<file path="config.mk">
export PLATFORM = sky130hd
export DESIGN_NAME = bin2bcd_seq
export DESIGN_NICKNAME = d
export VERILOG_FILES = /design/src/rtl/bin2bcd_seq_pkg.sv /design/src/rtl/bcd_add3.sv /design/src/rtl/bin2bcd_seq.sv
export SDC_FILE = /design/constraint.sdc
export NUM_CORES = 1
export LEC_CHECK = 0
export CAP_MARGIN = 25
export CORE_MARGIN = 8
export CORE_UTILIZATION = 55
export CTS_BUF_LIST = sky130_fd_sc_hd__clkbuf_2 sky130_fd_sc_hd__clkbuf_4 sky130_fd_sc_hd__clkbuf_8
export DETAILED_ROUTE_END_ITERATION = 8
export DONT_BUFFER_PORTS = 1
export PLACE_DENSITY = 0.7
export SETUP_SLACK_MARGIN = 0.3
export SLEW_MARGIN = 25
export SYNTH_ARGS = -nofsm -noshare
export SYNTH_HDL_FRONTEND = slang
export SYNTH_SLANG_ARGS = --single-unit
</file>
<file path="constraint.sdc">
create_clock -name clk -period 2 [get_ports clk]
set_input_delay 0.5 -clock clk [delete_from_list [all_inputs] [get_ports clk]]
set_output_delay 0.5 -clock clk [all_outputs]
set_load 0.005 [all_outputs]
</file>
<file path="src/rtl/bin2bcd_seq_pkg.sv">
// Shared helpers for the sequential binary-to-BCD converter.
package bin2bcd_seq_pkg;

  // Bits per BCD digit.
  localparam int NIBBLE_W = 4;

  // Largest value representable in the given number of decimal digits (10^n - 1).
  function automatic longint unsigned pow10_minus1(input int digits);
    longint unsigned p;
    p = 1;
    for (int i = 0; i < digits; i++) begin
      p = p * 10;
    end
    return p - 1;
  endfunction

endpackage

</file>
<file path="src/rtl/bcd_add3.sv">
// Double-dabble digit correction: add 3 to a BCD nibble when it is 5 or more,
// so the following left shift carries correctly into the next decimal digit.
module bcd_add3 (
  input  logic [3:0] d,
  output logic [3:0] q
);

  assign q = (d >= 4'd5) ? d + 4'd3 : d;

endmodule

</file>
<file path="src/rtl/bin2bcd_seq.sv">
// Sequential binary-to-BCD converter (shift-and-add-3), one bit per cycle.
// Results are registered and held until the next conversion completes.
module bin2bcd_seq
  import bin2bcd_seq_pkg::*;
#(
  parameter int WIDTH  = 20,
  parameter int DIGITS = 6
) (
  input  logic                         clk,
  input  logic                         reset,
  input  logic                         start,
  input  logic [WIDTH-1:0]             bin,
  output logic                         busy,
  output logic                         done,
  output logic [NIBBLE_W*DIGITS-1:0]   bcd,
  output logic [DIGITS-1:0]            blank,
  output logic                         ovf
);

  localparam int BCD_W = NIBBLE_W * DIGITS;
  localparam int CNT_W = $clog2(WIDTH + 1);
  localparam logic [63:0] LIMIT = 64'(pow10_minus1(DIGITS));
  // Reset shows a single '0': every digit but the least significant is blanked.
  localparam logic [DIGITS-1:0] BLANK_RST = ~DIGITS'(1);

  typedef enum logic [1:0] {
    IDLE   = 2'd0,
    SHIFT  = 2'd1,
    FINISH = 2'd2
  } state_t;

  state_t             state;
  state_t             state_nxt;
  logic [WIDTH-1:0]   sr;
  logic [BCD_W-1:0]   scratch;
  logic [BCD_W-1:0]   corrected;
  logic [CNT_W-1:0]   cnt;
  logic               ovf_pend;
  logic [DIGITS-1:0]  blank_calc;
  logic               shifts_done;

  assign busy        = (state != IDLE);
  assign shifts_done = (cnt == CNT_W'(WIDTH));

  // Per-digit add-3 correction applied to the scratch register each SHIFT cycle.
  for (genvar g = 0; g < DIGITS; g++) begin : g_add3
    bcd_add3 u_add3 (
      .d(scratch[NIBBLE_W*g +: NIBBLE_W]),
      .q(corrected[NIBBLE_W*g +: NIBBLE_W])
    );
  end

  // State register.
  always_ff @(posedge clk) begin
    // NOTE: sequential state uses non-blocking assignments so every register
    // samples the pre-edge values; blocking here would create order-dependent races.
    if (reset) state <= IDLE;
    else       state <= state_nxt;
  end

  // Next-state logic; the extra SHIFT cycle with the counter at WIDTH performs no shift.
  always_comb begin
    // NOTE: the default assignment first guarantees state_nxt is written on every
    // path, so no latch is inferred.
    state_nxt = state;
    unique case (state)
      IDLE:    if (start)       state_nxt = SHIFT;
      SHIFT:   if (shifts_done) state_nxt = FINISH;
      FINISH:                   state_nxt = IDLE;
      default:                  state_nxt = IDLE;
    endcase
  end

  // Leading-zero flags: digit i (i >= 1) is blank when it and all higher digits are zero.
  always_comb begin
    logic zero_above;
    blank_calc = '0;
    zero_above = 1'b1;
    for (int i = DIGITS - 1; i >= 1; i--) begin
      zero_above    = zero_above & (scratch[NIBBLE_W*i +: NIBBLE_W] == '0);
      blank_calc[i] = zero_above;
    end
  end

  // Datapath and output registers: load on accept, shift in SHIFT, publish in FINISH.
  always_ff @(posedge clk) begin
    if (reset) begin
      sr       <= '0;
      scratch  <= '0;
      cnt      <= '0;
      ovf_pend <= 1'b0;
      done     <= 1'b0;
      bcd      <= '0;
      blank    <= BLANK_RST;
      ovf      <= 1'b0;
    end else begin
      done <= 1'b0;
      unique case (state)
        IDLE: begin
          if (start) begin
            sr       <= bin;
            scratch  <= '0;
            cnt      <= '0;
            ovf_pend <= (64'(bin) > LIMIT);
          end
        end
        SHIFT: begin
          if (!shifts_done) begin
            scratch <= {corrected[BCD_W-2:0], sr[WIDTH-1]};
            sr      <= sr << 1;
            cnt     <= cnt + CNT_W'(1);
          end
        end
        FINISH: begin
          done  <= 1'b1;
          ovf   <= ovf_pend;
          bcd   <= ovf_pend ? '1 : scratch;
          blank <= ovf_pend ? '0 : blank_calc;
        end
        default: ;
      endcase
    end
  end

endmodule

</file>
After elaboration in Yosys (flattened, before gate mapping)
Cells that the tools add are included.
{"block": "totals", "inputBits": 23, "out_inout_bits": 33, "register_bits": 84, "elab_cells": 65}
{"block": "classes", "n_lt_le_gt_ge": 7, "n_reduce_logical": 11, "eq_ne": 6, "bitwise_logic": 4, "mux": 21, "n_addsub": 7}
{"cell": "24-bit 2-to-1 mux", "count": 3}
{"cell": "24-bit one-hot mux with 2 select lines", "count": 1}
{"cell": "20-bit 2-to-1 mux", "count": 2}
{"cell": "20-bit one-hot mux with 2 select lines", "count": 1}
{"cell": "4-bit by 3-bit greater-or-equal comparator with 1-bit output (second input constant)", "count": 6}
{"cell": "4-bit by 2-bit adder with 4-bit output (second input constant)", "count": 5}
{"cell": "20-bit greater-than comparator (second input constant)", "count": 1}
{"cell": "4-bit logical NOT", "count": 5}
{"cell": "4-bit 2-to-1 mux", "count": 5}
{"cell": "5-bit 2-to-1 mux", "count": 2}
{"cell": "5-bit one-hot mux with 2 select lines", "count": 1}
{"cell": "6-bit 2-to-1 mux", "count": 1}
{"cell": "2-bit != test (second input constant)", "count": 3}
{"cell": "5-bit by 1-bit adder with 5-bit output (second input constant)", "count": 1}
{"cell": "5-bit == test (second input constant)", "count": 1}
{"cell": "1-bit bitwise AND", "count": 4}
{"cell": "2-bit 2-to-1 mux", "count": 2}
{"cell": "2-bit one-hot mux with 2 select lines", "count": 1}
{"cell": "2-bit AND reduction", "count": 2}
{"cell": "2-bit nonzero test", "count": 2}
{"cell": "3-bit by 2-bit adder with 3-bit output (second input constant)", "count": 1}
{"cell": "3-bit 2-to-1 mux", "count": 1}
{"cell": "3-bit AND reduction", "count": 1}
{"cell": "2-bit by 1-bit == test with 1-bit output (second input constant)", "count": 1}
{"cell": "other kinds (3)", "count": 3}

Logic depth before layout (Yosys ltp)
{"block": "depth", "word_depth": 6, "depth_mapped": 8, "ltp_nobuf": 6}

Modules after synthesis
From an unflattened synthesis, not the netlist that was laid out.
{"block": "unflattened", "hier_cells": 400, "area_unflattened_um2": 3808.7}
{"module": "bin2bcd_seq", "cells_per_inst": 304, "seq_area_each_um2": 1661.6, "area_per_inst_um2": 3200.6, "n_inst": 1}
{"module": "bcd_add3", "cells_per_inst": 16, "seq_area_each_um2": 0.0, "area_per_inst_um2": 101.3, "n_inst": 6}

Least setup slack after synthesis
No wires, ideal clock.
{"block": "synth_path", "path_type": "register -> register", "startpoint": "register cnt[0]", "endpoint": "register scratch[23]", "stages_incl_launch_ff": 8, "required_ns": 1.939, "setup_time_ns": 0.061, "arrival_ns": 1.595, "period_less_slack_ns": 1.656, "path_slack_ns": 0.344, "path_buffers": 1, "path_cell_list": "dfxtp_1 -> inv_1 -> ha_1 -> and4b_1 -> or3_1 -> buf_2 -> o32ai_1 -> a32o_1"}
{"block": "synth_between", "elab_chain_len": 3}
{"item": "from (decl)", "line": "bin2bcd_seq.sv:37", "rtl": "logic [CNT_W-1:0] cnt;"}
{"item": "from (signal assigned)", "line": "bin2bcd_seq.sv:111", "rtl": "cnt <= cnt + CNT_W'(1);"}
{"item": "5-bit == test", "line": "bin2bcd_seq.sv:43", "rtl": "assign shifts_done = (cnt == CNT_W'(WIDTH));"}
{"item": "2-bit != test (no line)"}
{"item": "3-bit AND reduction (no line)"}
{"item": "to (signal assigned)", "line": "bin2bcd_seq.sv:109", "rtl": "scratch <= {corrected[BCD_W-2:0], sr[WIDTH-1]};"}
{"item": "to (decl)", "line": "bin2bcd_seq.sv:35", "rtl": "logic [BCD_W-1:0] scratch;"}
Every way passes these cells.
A chain may end at the register's enable or synchronous reset.

Final worst setup path
{"block": "layout_path", "startpoint": "register cnt[0]", "endpoint": "register scratch[15]"}
Same word-level chain as after synthesis.

==> reports/metrics.cfg <==
[status]
status=complete, no violations

[setup_path]
reg2reg_depth=6
cpLargestDelayFamily=simple AND/OR/NAND/NOR gates
crit_path_start_kind=flip-flop
critPathKind=reg -> reg
crit_path_top_delay_cell=or3_4
worstPathRequired_ns=2.30
path_max_fanout=5
critPathMaxStageDelay_ns=0.47
startpoint=cnt[0]
arrival_ns=2.05
path_depth=6
timing.rr.start=cnt[0]
worstPathCellList=inv_2 > ha_4 > and4b_2 > or3_4 > o32ai_4 > a32o_1
worst-path-buf-inv=1
end_kind=flip-flop

[finish]
utilization_pct=63.09
diodes=0
layout.cells.most_common_list=dfxtp_1 (79), nand2_1 (59), nor2_1 (50), nor3_1 (24), a311oi_1 (21)
area_growth_pct=12.04
layout-drive-gt1-share_pct=16.40
fin_nets=470
final_common_cell=dfxtp_1

[sta]
rsz0062_at_grt=true
fin_tns_setup_ns=0
slew_headroom_pct=55.75
setup_viol=0
finalCritPeriodShare_pct=87.68
maxSlewViolCount=0
hold_viol=0
tightest_slew_ns=0.6637
clock_skew_ns=0.01026
fmax_ghz=0.5703
period_minus_slack_ns=1.754

[power]
powerDensity_nw_per_um2=795.7
finalPower_uw=3392
power.leakage_uw=0.001547
ir_worst_vdd_mv=0.4643

[cts]
cts_made_buffers=9
clkSlewWorstSetupHoldPaths_ns=0.09
ctsHoldBuffers=0
htree_levels=3
cts_sinks=83
root_buffer=clkbuf_8
tritoncts=done
clock_tree.buffer_depth=2
clock_latency_ns=0.35

[route]
num_vias=3071
wl_per_cell_um=17.03
drt_iter0_markers=204
postRouteWirelength_um=8737
first_pass_iters=4
vias_per_cell=5.986
drc=0
ant_nets=0

[synthesis]
syn_area_sq_um=3805
synth_edf_count=0
syn_inst=429
ys.warnings.count=0
syn-num-nets=471
synth-async-reset-ratio_pct=0
avgSynthCellArea_sq_um=8.869
synth-seq-area-share_pct=43.67
synth_seq_cells=83
ys_types=45
ys.flop_type=dfxtp_1

[floorplan]
core_area_sq_um=6756
num_rows=30
die_y_um=99.18
fp.dieW_um=99.18
dieArea_sq_um=9836
initial_core_util_pct=56.31
io_pins=56

[placement]
place.gp.congestion=0.8041
io_buffers=0
dp_hpwl_um=5752

[global_route]
grt_max_degree=61
grt_overflow_total=0
antenna_found_initial=0
grt_pass1_vias=2816
grt_pass1_wl_um=14100
grt_usage_pct=17.53

[min_path]
hold_path_depth=1
hp-class=in -> reg
hp-start=reset

[flow_run]
maxCapViolations=0

## repair_timing
| action | in CTS | in global routing |
|---|---|---|
| cloned | 0 | 2 |
| buffers inserted | 2 | 3 |
| setup endpoints to repair | 13 | 37 |
| pin swaps | 0 | 8 |
| gates resized for setup | 3 | 26 |
## state kept, by name, summed over array words and instances, names as in the netlist
signal and flops:
bcd 24, cnt 5, scratch 24, done 1, ovf_pend 1, state 2
ovf 1, sr 20, blank 5
## cells in the mapped netlist (2+ instances only)
| master | number | area (sq um) |
|---|---|---|
| a22o_1 | 6 | 52.55 |
| buf_2 | 6 | 30.03 |
| nand2_1 | 59 | 221.5 |
| ha_1 | 19 | 237.7 |
| o21ai_0 | 18 | 90.09 |
| nand4_1 | 3 | 18.77 |
| clkbuf_1 | 16 | 60.06 |
| nor2b_1 | 2 | 12.51 |
| mux2i_1 | 6 | 60.06 |
| o32ai_1 | 6 | 52.55 |
| nor3_1 | 24 | 120.1 |
| a221o_1 | 3 | 30.03 |
| buf_4 | 4 | 30.03 |
| nor2_1 | 51 | 191.4 |
| a21oi_1 | 20 | 100.1 |
| buf_6 | 2 | 22.52 |
| nand3_1 | 5 | 25.02 |
| xnor2_1 | 6 | 52.55 |
| a32o_1 | 6 | 60.06 |
| nand2b_1 | 8 | 50.05 |
| inv_1 | 15 | 56.30 |
| dfxtp_1 | 83 | 1662 |
| xor2_1 | 2 | 17.52 |
| or3_1 | 3 | 18.77 |
| a311oi_1 | 21 | 183.9 |
| a311oi_2 | 10 | 150.1 |
| and4b_1 | 2 | 20.02 |
| nor3b_1 | 6 | 45.04 |
## kinds of logic (layout without fill, tap and decap cells)
family          count (synthesis)  count (layout)  synth area share [%]
flops                          83              83                 43.67
other cells                     1               1               0.09856
simple gates                  170             171                 20.55
fa+ha+maj                      19              19                 6.248
xor+xnor                        8               8                 1.842
buf+inv                        46              49                 5.853
compound gates                 96              96                 20.16
mux                             6               6                 1.578
## path summary, 6_finish.rpt
| path | end | slack, ns |
|---|---|---|
| setup / recovery | scratch[15] | 0.25 |
| hold reg to reg | scratch[21] | 0.45 |
| setup reg to reg | scratch[15] | 0.25 |
| hold / removal | sr[0] | 0.20 |
## power by group
group          switching, uW  internal (uW)
Sequential              29.9           1700
Clock                    627            740
Combinational            166            129
Total                    822           2570
## stage by stage
step | hold WS (ns) | setup slack, ns | cells | cell area (sq um)
2_1_floorplan | 0.4250 | 0.3439 | 429 | 3805
3_3_place_gp | 0.4341 | 0.1438 | 490 | 3844
3_5_place_dp | 0.4417 | 0.1065 | 490 | 3844
6_report | 0.1994 | 0.2464 | 513 | 4263
5_1_grt | 0.1831 | 0.1873 | 513 | 4263
4_1_cts | 0.2019 | 0.2964 | 508 | 4093
## final cells by class
| cell class | instances | area (sq um) |
|---|---|---|
| Fill cell | 563 | 2494 |
| Multi-Input combinational cell | 301 | 2042 |
| Sequential cell | 83 | 1667 |
| Timing Repair Buffer | 18 | 172.7 |
| Clock buffer | 10 | 137.6 |
| Tap cell | 80 | 100.1 |
| Clock inverter | 6 | 87.58 |
| Inverter | 15 | 56.30 |
## per-layer routing
metal,wire (um),GRT usage [%]
met5,0,0
met4,140,5.239
met3,494,4.399
met2,3971,27.55
met1,4131,23.12
Power figures use the tool's default switching activity.
==> variant: new RTL, config.mk and constraints unchanged <==
The 3 states of `state_t` get a one-hot encoding in 3 bits.
--- a/src/rtl/bin2bcd_seq.sv
+++ b/src/rtl/bin2bcd_seq.sv
@@ -23,10 +23,10 @@
   // Reset shows a single '0': every digit but the least significant is blanked.
   localparam logic [DIGITS-1:0] BLANK_RST = ~DIGITS'(1);
 
-  typedef enum logic [1:0] {
-    IDLE   = 2'd0,
-    SHIFT  = 2'd1,
-    FINISH = 2'd2
+  typedef enum logic [2:0] {
+    IDLE   = 3'b001,
+    SHIFT  = 3'b010,
+    FINISH = 3'b100
   } state_t;
 
   state_t             state;
Behaviour: same outputs for any inputs over 10 cycles, from zero or initial values and one cycle with reset high; not proved beyond that.
==> variant against the original RTL <==
Design area is 2.3% higher. Global-route usage is 0.054 points higher. Total power is 0.32% higher. Setup slack better by 90 ps. Area after synthesis is 2.1% higher. Wire length is 2.7% higher. Combinational power is 28% lower. Non-clock buffer count stayed put. Sequential cell count is 1 higher. Die area is 1.8% higher. Hold slack better by 16 ps. Final cell count is 8.2% higher. Critical endpoint is now scratch[20]. Largest power group unchanged.
==> variant: results <==
[status]
status = finished clean

[yosys]
yosys-top-cells-count = dfxtp_1 (84), nor2_1 (58), nand2_1 (55)
synthTopCellsByArea = dfxtp_1 (43%), nor3_1 (6.4%), ha_1 (6.1%)
avgSynthCellArea_um2 = 8.50
synthesis.nets = 499
ys_seq_area_frac = 0.433

[route]
route.detailed.wl_per_inst_um = 16.2
drt_iter0_markers = 111
first_pass_iters = 5
vias = 3176

[setup_path]
critPathMaxFanout = 10
worstPathArrival_ps = 1950
rr_endpoint = scratch[20]

[layout]
top_regs = bcd: 24 flops, scratch: 24 flops, sr: 20 flops
fill_cells = 598
fin_cells = 555
drive_gt1_frac = 0.148

[grt]
first_global_vias = 2936
grt_usage = 0.176
grt_max_degree = 76
grt_first_pass_wirelength_um = 14500

[place]
dp_hpwl_um = 5870
dpl.cell_count = 534
gp_congestion = 0.822

[sta]
fin_worst_skew_ps = 10.1
fmax_ghz = 0.601

[power]
p_leak_nw = 1.58
ir_drop_v = 0.000438
variant: cell count changes in the layout (fill, tap and decap cells not counted), sizes merged, moves of 5 or more:
cell,change
nor3,+26
o2bb2ai,+10
or3,+5
a32o,-6
nor2,+8
o21ai,-12
o211ai,+8
a311oi,-12
a21oi,+5
mux2,+6
mux2i,-5
a22o,-6
variant: per-layer routing:
layer,vias to the layer above,global-route usage,wire [um]
li1,1598,-,-
met4,0,0.0581,154
met1,1487,0.219,4110
met2,80,0.280,4030
met3,11,0.0554,688
met5,-,0,0
variant: critical path: stages (launching register included):
cell,delay (ps)
dfxtp_2,370
inv_1,50
ha_1,210
nand4b_1,240
nand2_4,160
or3_1,430
a21oi_1,140
variant: layout make-up:
cell class	instances	area (um^2)	area share
Clock buffer	9	124	0.0284
Clock inverter	7	115	0.0264
Inverter	15	56.3	0.0129
Multi-Input combinational cell	326	2070	0.475
Sequential cell	84	1690	0.388
Tap cell	96	120	0.0275
Timing Repair Buffer	18	181	0.0416
variant: logic make-up (layout without fill, tap and decap cells):
kind of cell,Yosys count,count (layout),synth area share
DFF,84,84,0.433
other,1,1,0.000965
buffers and inverters,47,49,0.0567
and+or+nand+nor,210,210,0.261
muxes,7,7,0.0200
xor gates and xnor gates,7,7,0.0158
adders and majority gates,19,19,0.0612
AOI/OAI and AO/OA,82,82,0.151
variant: metrics by stage:
stage | cell area, um^2 | utilization
final | 4360 | 0.639
after global routing | 4360 | 0.639
after CTS | 4250 | 0.621
after detailed placement | 3970 | 0.580
after global placement | 3970 | 0.580
after floorplan | 3890 | -
variant: worst min-delay path by stage:
stage	endpoint	slack, ps
after floorplan	ovf	450
after global placement	sr[9]	460
after detailed placement	sr[19]	470
after CTS	scratch[7]	200
after global routing	done	190
final	ovf	220
variant: repair_timing:
item                                    in CTS  in global routing
endpoints found under the setup margin      46                 48
pin swaps                                    2                  8
hold endpoints to repair                     0                  0
cloned                                       0                  1
hold buffers                                 0                  0
buffers inserted                             1                  3
resized for setup                            9                 19
variant: power by group:
group / switching [W] / internal, W
Sequential: 0.0000295 / 0.00172
Clock: 0.000620 / 0.000825
Combinational: 0.000115 / 0.0000965
